--- src/rtl/dpram_sc.sv ---
// Single-clock dual-port RAM: synchronous write, combinational (show-ahead) read.
// Contents are intentionally not reset.
module dpram_sc #(
  parameter int aw = 2,
  parameter int dw = 8
) (
  input  logic          ck,
  input  logic          wr,
  input  logic [aw-1:0] wa,
  input  logic [dw-1:0] di,
  input  logic          rd,
  input  logic [aw-1:0] ra,
  output logic [dw-1:0] dq
);

  localparam int depth = 2**aw;

  logic [dw-1:0] mem [depth];

  // Read data is combinational, so the read strobe carries no information here.
  logic unused_rd;
  assign unused_rd = rd;

  always_ff @(posedge ck) begin
    if (wr) mem[wa] <= di;
  end

  assign dq = mem[ra];

endmodule

--- src/rtl/fifo_sc.sv ---
// Single-clock show-ahead FIFO with wrap-bit pointers, registered count/flags
// and sticky overflow/underflow indicators.
module fifo_sc #(
  parameter int aw = 2,
  parameter int dw = 8
) (
  input  logic          ck,
  input  logic          rst_n,
  input  logic          clr,
  input  logic          wr,
  input  logic [dw-1:0] di,
  input  logic          rd,
  output logic [dw-1:0] dq,
  output logic          full,
  output logic          empty,
  output logic [aw:0]   cnt,
  output logic          ovf,
  output logic          udf
);

  localparam int depth = 2**aw;

  logic [aw:0] wp, rp, cnt_nxt;
  logic        wa_ok, rd_ok;

  // clr suppresses both requests so storage and pointers stay untouched by them.
  assign rd_ok = rd & ~empty & ~clr;
  assign wa_ok = wr & ~clr & (~full | rd_ok);

  always_comb begin
    cnt_nxt = cnt;
    if (wa_ok && !rd_ok)      cnt_nxt = cnt + 1'b1;
    else if (rd_ok && !wa_ok) cnt_nxt = cnt - 1'b1;
  end

  always_ff @(posedge ck or negedge rst_n) begin
    if (!rst_n) begin
      wp    <= '0;
      rp    <= '0;
      cnt   <= '0;
      empty <= 1'b1;
      full  <= 1'b0;
      ovf   <= 1'b0;
      udf   <= 1'b0;
    end else if (clr) begin
      wp    <= '0;
      rp    <= '0;
      cnt   <= '0;
      empty <= 1'b1;
      full  <= 1'b0;
      ovf   <= 1'b0;
      udf   <= 1'b0;
    end else begin
      if (wa_ok) wp <= wp + 1'b1;
      if (rd_ok) rp <= rp + 1'b1;
      cnt   <= cnt_nxt;
      full  <= (cnt_nxt == (aw+1)'(depth));
      empty <= (cnt_nxt == '0);
      if (wr && full && !rd_ok) ovf <= 1'b1;
      if (rd && empty)          udf <= 1'b1;
    end
  end

  dpram_sc #(.aw(aw), .dw(dw)) u_ram (
    .ck (ck),
    .wr (wa_ok),
    .wa (wp[aw-1:0]),
    .di (di),
    .rd (rd_ok),
    .ra (rp[aw-1:0]),
    .dq (dq)
  );

endmodule

--- config.mk ---
export PLATFORM = sky130hd
export DESIGN_NAME = fifo_sc
export DESIGN_NICKNAME = d
export VERILOG_FILES = /design/src/rtl/dpram_sc.sv /design/src/rtl/fifo_sc.sv
export SDC_FILE = /design/constraint.sdc
export NUM_CORES = 1
export LEC_CHECK = 0
export BUFFER_PORTS_ARGS = -buffer_cell sky130_fd_sc_hd__clkbuf_2
export CORE_ASPECT_RATIO = 1.75
export CORE_MARGIN = 3
export CORE_UTILIZATION = 55
export CTS_CLUSTER_DIAMETER = 200
export CTS_CLUSTER_SIZE = 8
export DETAILED_ROUTE_END_ITERATION = 16
export PLACE_DENSITY_LB_ADDON = 0.15
export SYNTH_ARGS = -nofsm -noshare
export SYNTH_HDL_FRONTEND = slang
export SYNTH_HIERARCHICAL = 1
export SYNTH_SLANG_ARGS = --single-unit
--- constraint.sdc ---
create_clock -name ck -period 2.8 [get_ports ck]
set_input_delay 0.28 -clock ck [delete_from_list [all_inputs] [get_ports ck]]
set_output_delay 0.28 -clock ck [all_outputs]
set_load 0.01 [all_outputs]
# After elaboration in Yosys (flattened, before gate mapping)
# Memory sizes are Yosys's and may differ from the RTL's.
# Cells that the tools add are included.
# totals
reg_bits	13
latchBits	0
ram_bits	32
romBits	0
input_bits	13
n_memories	1
# mem_list
name	words	width	rd	rd_clocked_by_memory_dff	write_ports	line	text
u_ram.mem	4	8	1	0	1	dpram_sc.sv:18	logic [dw-1:0] mem [depth];
# classes
n_addsub	4
mul	0
div	0
magnitude_cmp	0
n_eq_ne	1
n_shift	0
mux	15
bitwise_logic	8
reduce_logical	12
# ops
op	n
two-way mux 3 bit	7
adder 3 x 1 -> 3 bit, second input constant	3
two-way mux 1 bit	8
nonzero test 2 bit	4
logical AND 1 bit	5
AND 1 bit	4
equality test 3 bit, second input constant	1
logical NOT 3 bit	1
inverter 1 bit	3
subtractor 3 x 1 -> 3 bit, second input constant	1
logical NOT 1 bit	2
bitwise OR 1 bit	1

# Logic depth before layout (Yosys ltp)
# Gate-level depths: netlist of run 1.
# depth
word_depth	11
ltp_mapped	5
ltp_nobuf	5

# Cells and area by module
# The synthesis of run 1 kept the hierarchy.
# modules_own_cells
mod	n_inst	cells_per_inst	area_each_um2
dpram_sc	1	46	1188.6
fifo_sc	1	62	643.1

# Least setup slack after synthesis of run 1
# No wires, ideal clock.
# synth_timing
kind	reg-to-reg
from	reg empty
to	mem u_ram.mem[0][0] (enable)
setup_ns	0.385
arrival_time_ns	1.820
path_slack_ns	0.595
path_stages_with_launch	6
n_path_buf	1
period_less_slack_ns	2.205
cell_sequence	dfstp_2 -> nand2b_1 -> buf_6 -> a21boi_0 -> nor2b_1 -> nor3b_1
# synth_between
elab_chain_len	7
# synth_rtl
item	line	text
start: declaration	fifo_sc.sv:15	output logic empty,
start signal: assignment	fifo_sc.sv:58	empty <= (cnt_nxt == '0);
inverter 1 bit	fifo_sc.sv:27	assign rd_ok = rd & ~empty & ~clr;
AND 1 bit (2 in a row)	fifo_sc.sv:27	
bitwise OR 1 bit	fifo_sc.sv:28	assign wa_ok = wr & ~clr & (~full | rd_ok);
AND 1 bit	fifo_sc.sv:28	
via wa_ok	fifo_sc.sv:24	logic wa_ok, rd_ok;
two-way mux 1 bit	dpram_sc.sv:25	if (wr) mem[wa] <= di;
two-way mux 1 bit (not written as such)	dpram_sc.sv:25	
end: declaration	dpram_sc.sv:18	
# The timed path passes the listed nets, and every way through them passes these cells.

# Final worst setup path of run 1
# layout_timing
from	reg rp[0]
to	out dq[7]
# layout_between
elab_chain_len	1
# layout_rtl
item	line	text
start: declaration	fifo_sc.sv:23	logic [aw:0] wp, rp, cnt_nxt;
start signal: assignment	fifo_sc.sv:55	if (rd_ok) rp <= rp + 1'b1;
memory (4 x 8 bit)	n/a	
end: declaration	fifo_sc.sv:13	output logic [dw-1:0] dq,
# Every way passes these cells.

==> results.cfg, run 1 <==
[clock_network]
cts_buffers = 5
root_buffer = clkbuf_8
h-tree-depth = 2
cts_tree = done
post-cts-setup-buffers = 0
clkTransAtPathRegs_ns = 0.08
clk_latency_ns = 0.29
cts_resized = 0
clock_path_buffers = 2
cts_num_sinks = 43
cts_hold_buf = 1

[critical_path]
reg2reg_setup_slack_ns = 0.85
arrival_ns = 1.72
r2r_end = u_ram/mem[2][0]
critPathCaptureType = output pin
reg2regPathDepth = 4
crit_start = rp[0]
cp_data_required_time_ns = 2.52
worstSetupStartpointType = flop
path_max_fanout = 10
path_class = flop to output pin
r2r-start = empty

[layout]
utilization_pct = 66.0
instances_no_fill = 183
multi_input_area_sq_um = 548
nFillCells = 257
antenna_cells = 0
syn2layout_area_growth_pct = 14.7
finalNetCount = 154
regArea_sq_um = 1240
drive_gt1_share_pct = 36.4

[placement]
hpwl_mm = 2.31
dp.cells = 174
gp_congestion = 0.876
numPortBuffers = 27

[logic_synthesis]
syn_inst = 107
synth_area_per_cell_sq_um = 17.1
syn-num-nets = 122
netlist_area_sq_um = 1830
ys.warnings.count = 6

[routing]
drt_iter0_markers = 22
detail_route.wirelength_mm = 2.97
num_vias = 1016
firstDrtPassIters = 4
ant_nets = 0
post-route-drc-count = 0
routedWlPerCell_microns = 16.2
via_per_inst = 5.55

[min_path]
hold_class = input port to flop
min_to = u_ram/mem[1][6]
hp-start = di[6]
whs_path_depth = 1

[floorplanning]
start_util_pct = 57.6
die_w_microns = 49.6
num_io_pins = 28
placementRows = 27
die_y_microns = 82.3
fp.dieArea_sq_um = 4080
core_area_sq_um = 3180

[power_and_ir_drop]
p_comb_share_pct = 13.8
power_density_nw_per_um2 = 636
p_seq_share_pct = 56.7
p_leak_nw = 0.791
ir_drop_v = 0.000483
switchingPower_mw = 0.325
cellInternalPower_mw = 1.01
pwr-share-clk_pct = 29.5
switching_share_pct = 24.4

[timing]
finClkSkew_ns = 0.00921
hold_viol = 0
tightestPinTransition_ns = 0.563
finalCriticalPeriod_ns = 2.00
relSlewSlack_pct = 62.5
fmax_ghz = 0.501
grt_setup_unrepaired = no
finalSetupViolCount = 0
fin_crit_sh_pct = 71.3
drv_slew = 0
setup_tns_ns = 0

[global_routing]
grt_pass1_wl_mm = 4.91
grt-ovfl-total = 0
grt_start_max_net_pins = 16
grtUsageTotal_pct = 16.6
grt_pass1_vias = 1002
antenna_found_initial = 0

[run]
maxCapViolCount = 0

[run_status]
status = finished, final reports clean
-- power groups by stage --
stage / logic, mW / clock network, mW / registers [mW]
2_1_floorplan: 0.133 / 0 / 0.760
3_3_place_gp: 0.183 / 0 / 0.768
3_5_place_dp: 0.185 / 0 / 0.771
4_1_cts: 0.187 / 0.400 / 0.757
5_1_grt: 0.202 / 0.426 / 0.763
6_report: 0.184 / 0.393 / 0.756
-- cells in the final DEF (no fill, tap or decap), drive strengths merged, types with 2 or more instances in the layout --
| cell | instances |
|---|---|
| ha | 2 |
| and3b | 2 |
| xor2 | 2 |
| clkbuf | 33 |
| o21ai | 3 |
| nor3 | 2 |
| xnor2 | 3 |
| a31oi | 2 |
| edfxtp | 32 |
| nor2 | 8 |
| nand2 | 2 |
| dfrtp | 10 |
| a21oi | 3 |
| nor2b | 3 |
| inv | 3 |
| a21boi | 2 |
| or2b | 2 |
| mux4 | 8 |
-- layout make-up --
type / instances / area share (%)
Multi-Input combinational cell: 57 / 26.1
Sequential cell: 43 / 59.0
Clock buffer: 6 / 3.94
Inverter: 3 / 0.537
Tap cell: 43 / 2.57
Clock inverter: 2 / 0.537
Timing Repair Buffer: 29 / 7.28
-- registers in the layout (all words and copies together), names as in the netlist --
register and cells:
rp 2, cnt 3, wp 2, ovf 1, full 1, udf 1, empty 1, u_ram/mem 32
-- how the worst max path moves through the flow --
stage / depth (start not counted) / to / slack (ns)
after floorplan: 5 / u_ram/mem[0][0] / 0.60
after global placement: 4 / u_ram/mem[2][2] / 0.91
after detailed placement: 4 / u_ram/mem[2][2] / 0.85
after CTS: 2 / dq[7] / 0.76
after global routing: 4 / u_ram/mem[3][3] / 0.67
final: 2 / dq[7] / 0.80
-- critical path: stages (launching register included) --
cell	delay [ns]
dfrtp_1	0.70
mux4_2	0.58
clkbuf_2	0.14
-- per-layer routing --
metal  vias up  GRT usage [%]  routed length [microns]
met4         0           7.48                       52
met3         6           3.59                      119
met2        27           30.8                     1680
met5         -              0                        0
met1       514           18.0                     1120
li1        469              -                        -
-- per-stage QoR --
stage               total power, mW  setup slack (ns)  instance area [sq um]  hold WS, ns
detailed placement            0.956             0.852                   1990        0.178
finish                         1.33             0.803                   2100        0.214
global route                   1.39             0.672                   2100        0.206
floorplan                     0.893             0.598                   1830      -0.0156
global placement              0.951             0.907                   1990        0.172
CTS                            1.34             0.758                   2100        0.207
Power figures use the tool's default switching activity.
==> run 2: changes to the inputs <==
--- a/config.mk
+++ b/config.mk
@@ -5,10 +5,11 @@
 export SDC_FILE = /design/constraint.sdc
 export NUM_CORES = 1
 export LEC_CHECK = 0
+export ABC_AREA = 1
 export BUFFER_PORTS_ARGS = -buffer_cell sky130_fd_sc_hd__clkbuf_2
 export CORE_ASPECT_RATIO = 1.75
 export CORE_MARGIN = 3
-export CORE_UTILIZATION = 55
+export CORE_UTILIZATION = 51
 export CTS_CLUSTER_DIAMETER = 200
 export CTS_CLUSTER_SIZE = 8
 export DETAILED_ROUTE_END_ITERATION = 16
==> constraint.sdc (replaced) <==
create_clock -name ck -period 1.7 [get_ports ck]
set_input_delay 0.17 -clock ck [delete_from_list [all_inputs] [get_ports ck]]
set_output_delay 0.17 -clock ck [all_outputs]
set_load 0.01 [all_outputs]
==> run 2 against run 1 <==
Via count up 34%. Register-to-register slack worse by 0.76 ns. Core utilization down 2.1 points. Count of clock-buffer cells in the layout rose by 2. Flip-flop and latch count unchanged. Combinational power grew to 3.3 times the previous value. Area after synthesis rose by 12%. Power is 100% higher. Clock skew fell by 0.0061 ns. Global-route usage increased by 0.32 points. Critical path depth grew 6. Largest cell class unchanged. Largest power group unchanged.
==> results.cfg, run 2 <==
[run_status]
status = finished, final reports clean

[layout]
nFillCells = 314
antenna_cells = 0
regArea_sq_um = 1240
syn2layout_area_growth_pct = 16.8
multi_input_area_sq_um = 559
regMostFlops = u_ram/mem
reg.largest.list = u_ram/mem (32), cnt (3)
drive_gt1_share_pct = 25.4
instances_no_fill = 294
final_cell_mix = nand2_1 (54), inv_1 (49), edfxtp_1 (32), clkbuf_2 (27), nand3_1 (19)
final_common_cell = nand2_1
largest_reg_flops = 32
finalNetCount = 262

[floorplanning]
die_y_microns = 89.8
placementRows = 29
start_util_pct = 54.7
fp.dieArea_sq_um = 4840
core_area_sq_um = 3740
die_w_microns = 53.9
num_io_pins = 28

[logic_synthesis]
synth_cell_types = 28
ys_seq_area_share_pct = 60.5
synth_top_area_share_pct = 47.0
ys.warnings.count = 6
synth_top_family_by_area = simple AND/OR/NAND/NOR gates
synth_compound_area_share_pct = 2.14
ys_seq_elements = 43
synth_area_per_cell_sq_um = 9.74
synth-simple-area-share_pct = 22.2
synth_top_cell_by_area = edfxtp_1
syn_inst = 210
syn-num-nets = 225
synth-adder-area-share_pct = 1.22
yosys.area_share.xor_xnor_pct = 1.28
yosysMostFrequentCell = nand2_1
synth_edf_count = 32
yosys-mux-area-fraction_pct = 0
synth_common_cells = nand2_1 (54), inv_1 (50), edfxtp_1 (32), nand3_1 (19), dfrtp_1 (10)
netlist_top_cells_area = edfxtp_1 (47%), dfrtp_1 (12%), nand2_1 (9.9%), inv_1 (9.2%), nand3_1 (4.6%)
netlist_area_sq_um = 2050
ys.flop_type = edfxtp_1
async_flop_share_pct = 25.6

[routing]
num_vias = 1366
routedWlPerCell_microns = 12.1
ant_nets = 0
detail_route.wirelength_mm = 3.56
drt_iter0_markers = 15
firstDrtPassIters = 4
via_per_inst = 4.65
post-route-drc-count = 0

[clock_network]
cts_buffers = 5
h-tree-depth = 2
clock_path_buffers = 2
clkTransAtPathRegs_ns = 0.07
cts_tree = done
clk_latency_ns = 0.29
cts_num_sinks = 43
post-cts-setup-buffers = 0
root_buffer = clkbuf_8

[timing]
tightestPinTransition_ns = 0.288
fmax_ghz = 0.621
setup_tns_ns = 0
hold_viol = 0
worst_slack_ns = 0.0893
drv_slew = 0
finalCriticalPeriod_ns = 1.61
grt_setup_unrepaired = no
relSlewSlack_pct = 80.8
fin_crit_sh_pct = 94.7
finClkSkew_ns = 0.00309
finalSetupViolCount = 0

[global_routing]
gr-usage-met1_pct = 18.1
grtUsageTotal_pct = 17.0
grt-ovfl-total = 0
top_usage_layer = met2
antenna_found_initial = 0
use_met2_pct = 29.8
grt_util_met3_pct = 3.81
grt_start_max_net_pins = 17
grt_pass1_wl_mm = 5.92
grt_pass1_vias = 1340

[power_and_ir_drop]
p_total_mw = 2.67
cellInternalPower_mw = 1.92
p_comb_share_pct = 22.5
switchingPower_mw = 0.750
switching_share_pct = 28.1
ir_drop_v = 0.000774
p_leak_nw = 1.17
p_seq_share_pct = 47.9
power_density_nw_per_um2 = 1120
pwr-share-clk_pct = 29.6

[placement]
gp_congestion = 0.734
numPortBuffers = 27
hpwl_mm = 2.76
dp_slack_ns = 0.104
dp.cells = 285

[critical_path]
path_class = flop to flop
worstSetupStartpointType = flop
cp_data_required_time_ns = 1.70
critPathCaptureType = flop
path_max_fanout = 8
arrival_ns = 1.61

[run]
maxCapViolCount = 0

[min_path]
hold_class = input port to flop
[run 2: cell types whose count changed in the layout (fill, tap and decap cells not counted), moves of 3 or more]
| cell | before | now |
|---|---|---|
| buf_4 | 1 | 7 |
| inv_1 | 3 | 49 |
| inv_2 | 0 | 3 |
| mux4_2 | 8 | 0 |
| nand2_1 | 2 | 54 |
| nand2_2 | 0 | 4 |
| nand3_1 | 1 | 19 |
| nor2b_1 | 3 | 0 |
| nor3_2 | 0 | 3 |
[run 2: kinds of logic (layout without fill, tap and decap cells)]
group | count (synthesis) | in the layout
adder cells (fa/ha/maj) | 2 | 2
XOR/XNOR | 3 | 3
AND/OR/NAND/NOR | 95 | 95
flip-flops | 43 | 43
AO/OA/AOI/OAI | 8 | 8
buffers and inverters | 59 | 97
[run 2: per-stage QoR]
| step | hold slack (ns) | cell area [sq um] | utilization (%) |
|---|---|---|---|
| global route | 0.0735 | 2390 | 63.9 |
| global placement | 0.0641 | 2240 | 60.1 |
| floorplan | -0.126 | 2050 | - |
| CTS | 0.0691 | 2380 | 63.6 |
| detailed placement | 0.0632 | 2240 | 60.1 |
| finish | 0.0799 | 2390 | 63.9 |
[run 2: critical path, stage by stage, from the launching register on]
cell	delay (ns)
dfstp_2	0.38
inv_1	0.06
nand2_2	0.05
o21ai_1	0.15
inv_2	0.07
nor3_2	0.15
inv_2	0.09
nor3_1	0.18
buf_4	0.21
[run 2: timing repair]
action | in CTS | in global routing
hold endpoints to repair | 10 | 0
resized for setup | 0 | 4
hold buffers | 1 | 0
setup endpoints to repair | 0 | 20
[run 2: final timing paths]
kind	from	to	slack, ns	depth (start not counted)
worst max-delay path	empty	u_ram/mem[3][5]	0.09	8
max in group asynchronous	rst_n	empty	1.15	2
worst max register to register	empty	u_ram/mem[3][5]	0.09	8
min in group asynchronous	rst_n	wp[1]	0.28	2
worst min-delay path	clr	udf	0.08	2
worst min register to register	ovf	ovf	0.52	2
[run 2: layout make-up]
class	instances	share of cell area (%)
Tap cell	46	2.41
Clock buffer	8	5.13
Multi-Input combinational cell	108	23.4
Timing Repair Buffer	35	8.28
Sequential cell	43	51.9
Inverter	54	8.91
[run 2: per-layer routing]
metal	vias up	share of wire [%]
met5	-	0
met4	0	2.1
met3	7	4.1
met2	25	58
met1	613	36
li1	721	-
[run 2: power by group through the flow]
stage	clock network, mW	registers (mW)	logic, mW
6_report	0.790	1.28	0.599
4_1_cts	0.813	1.28	0.608
2_1_floorplan	0	1.30	0.421
3_5_place_dp	0	1.30	0.603
5_1_grt	0.875	1.29	0.683
3_3_place_gp	0	1.30	0.593
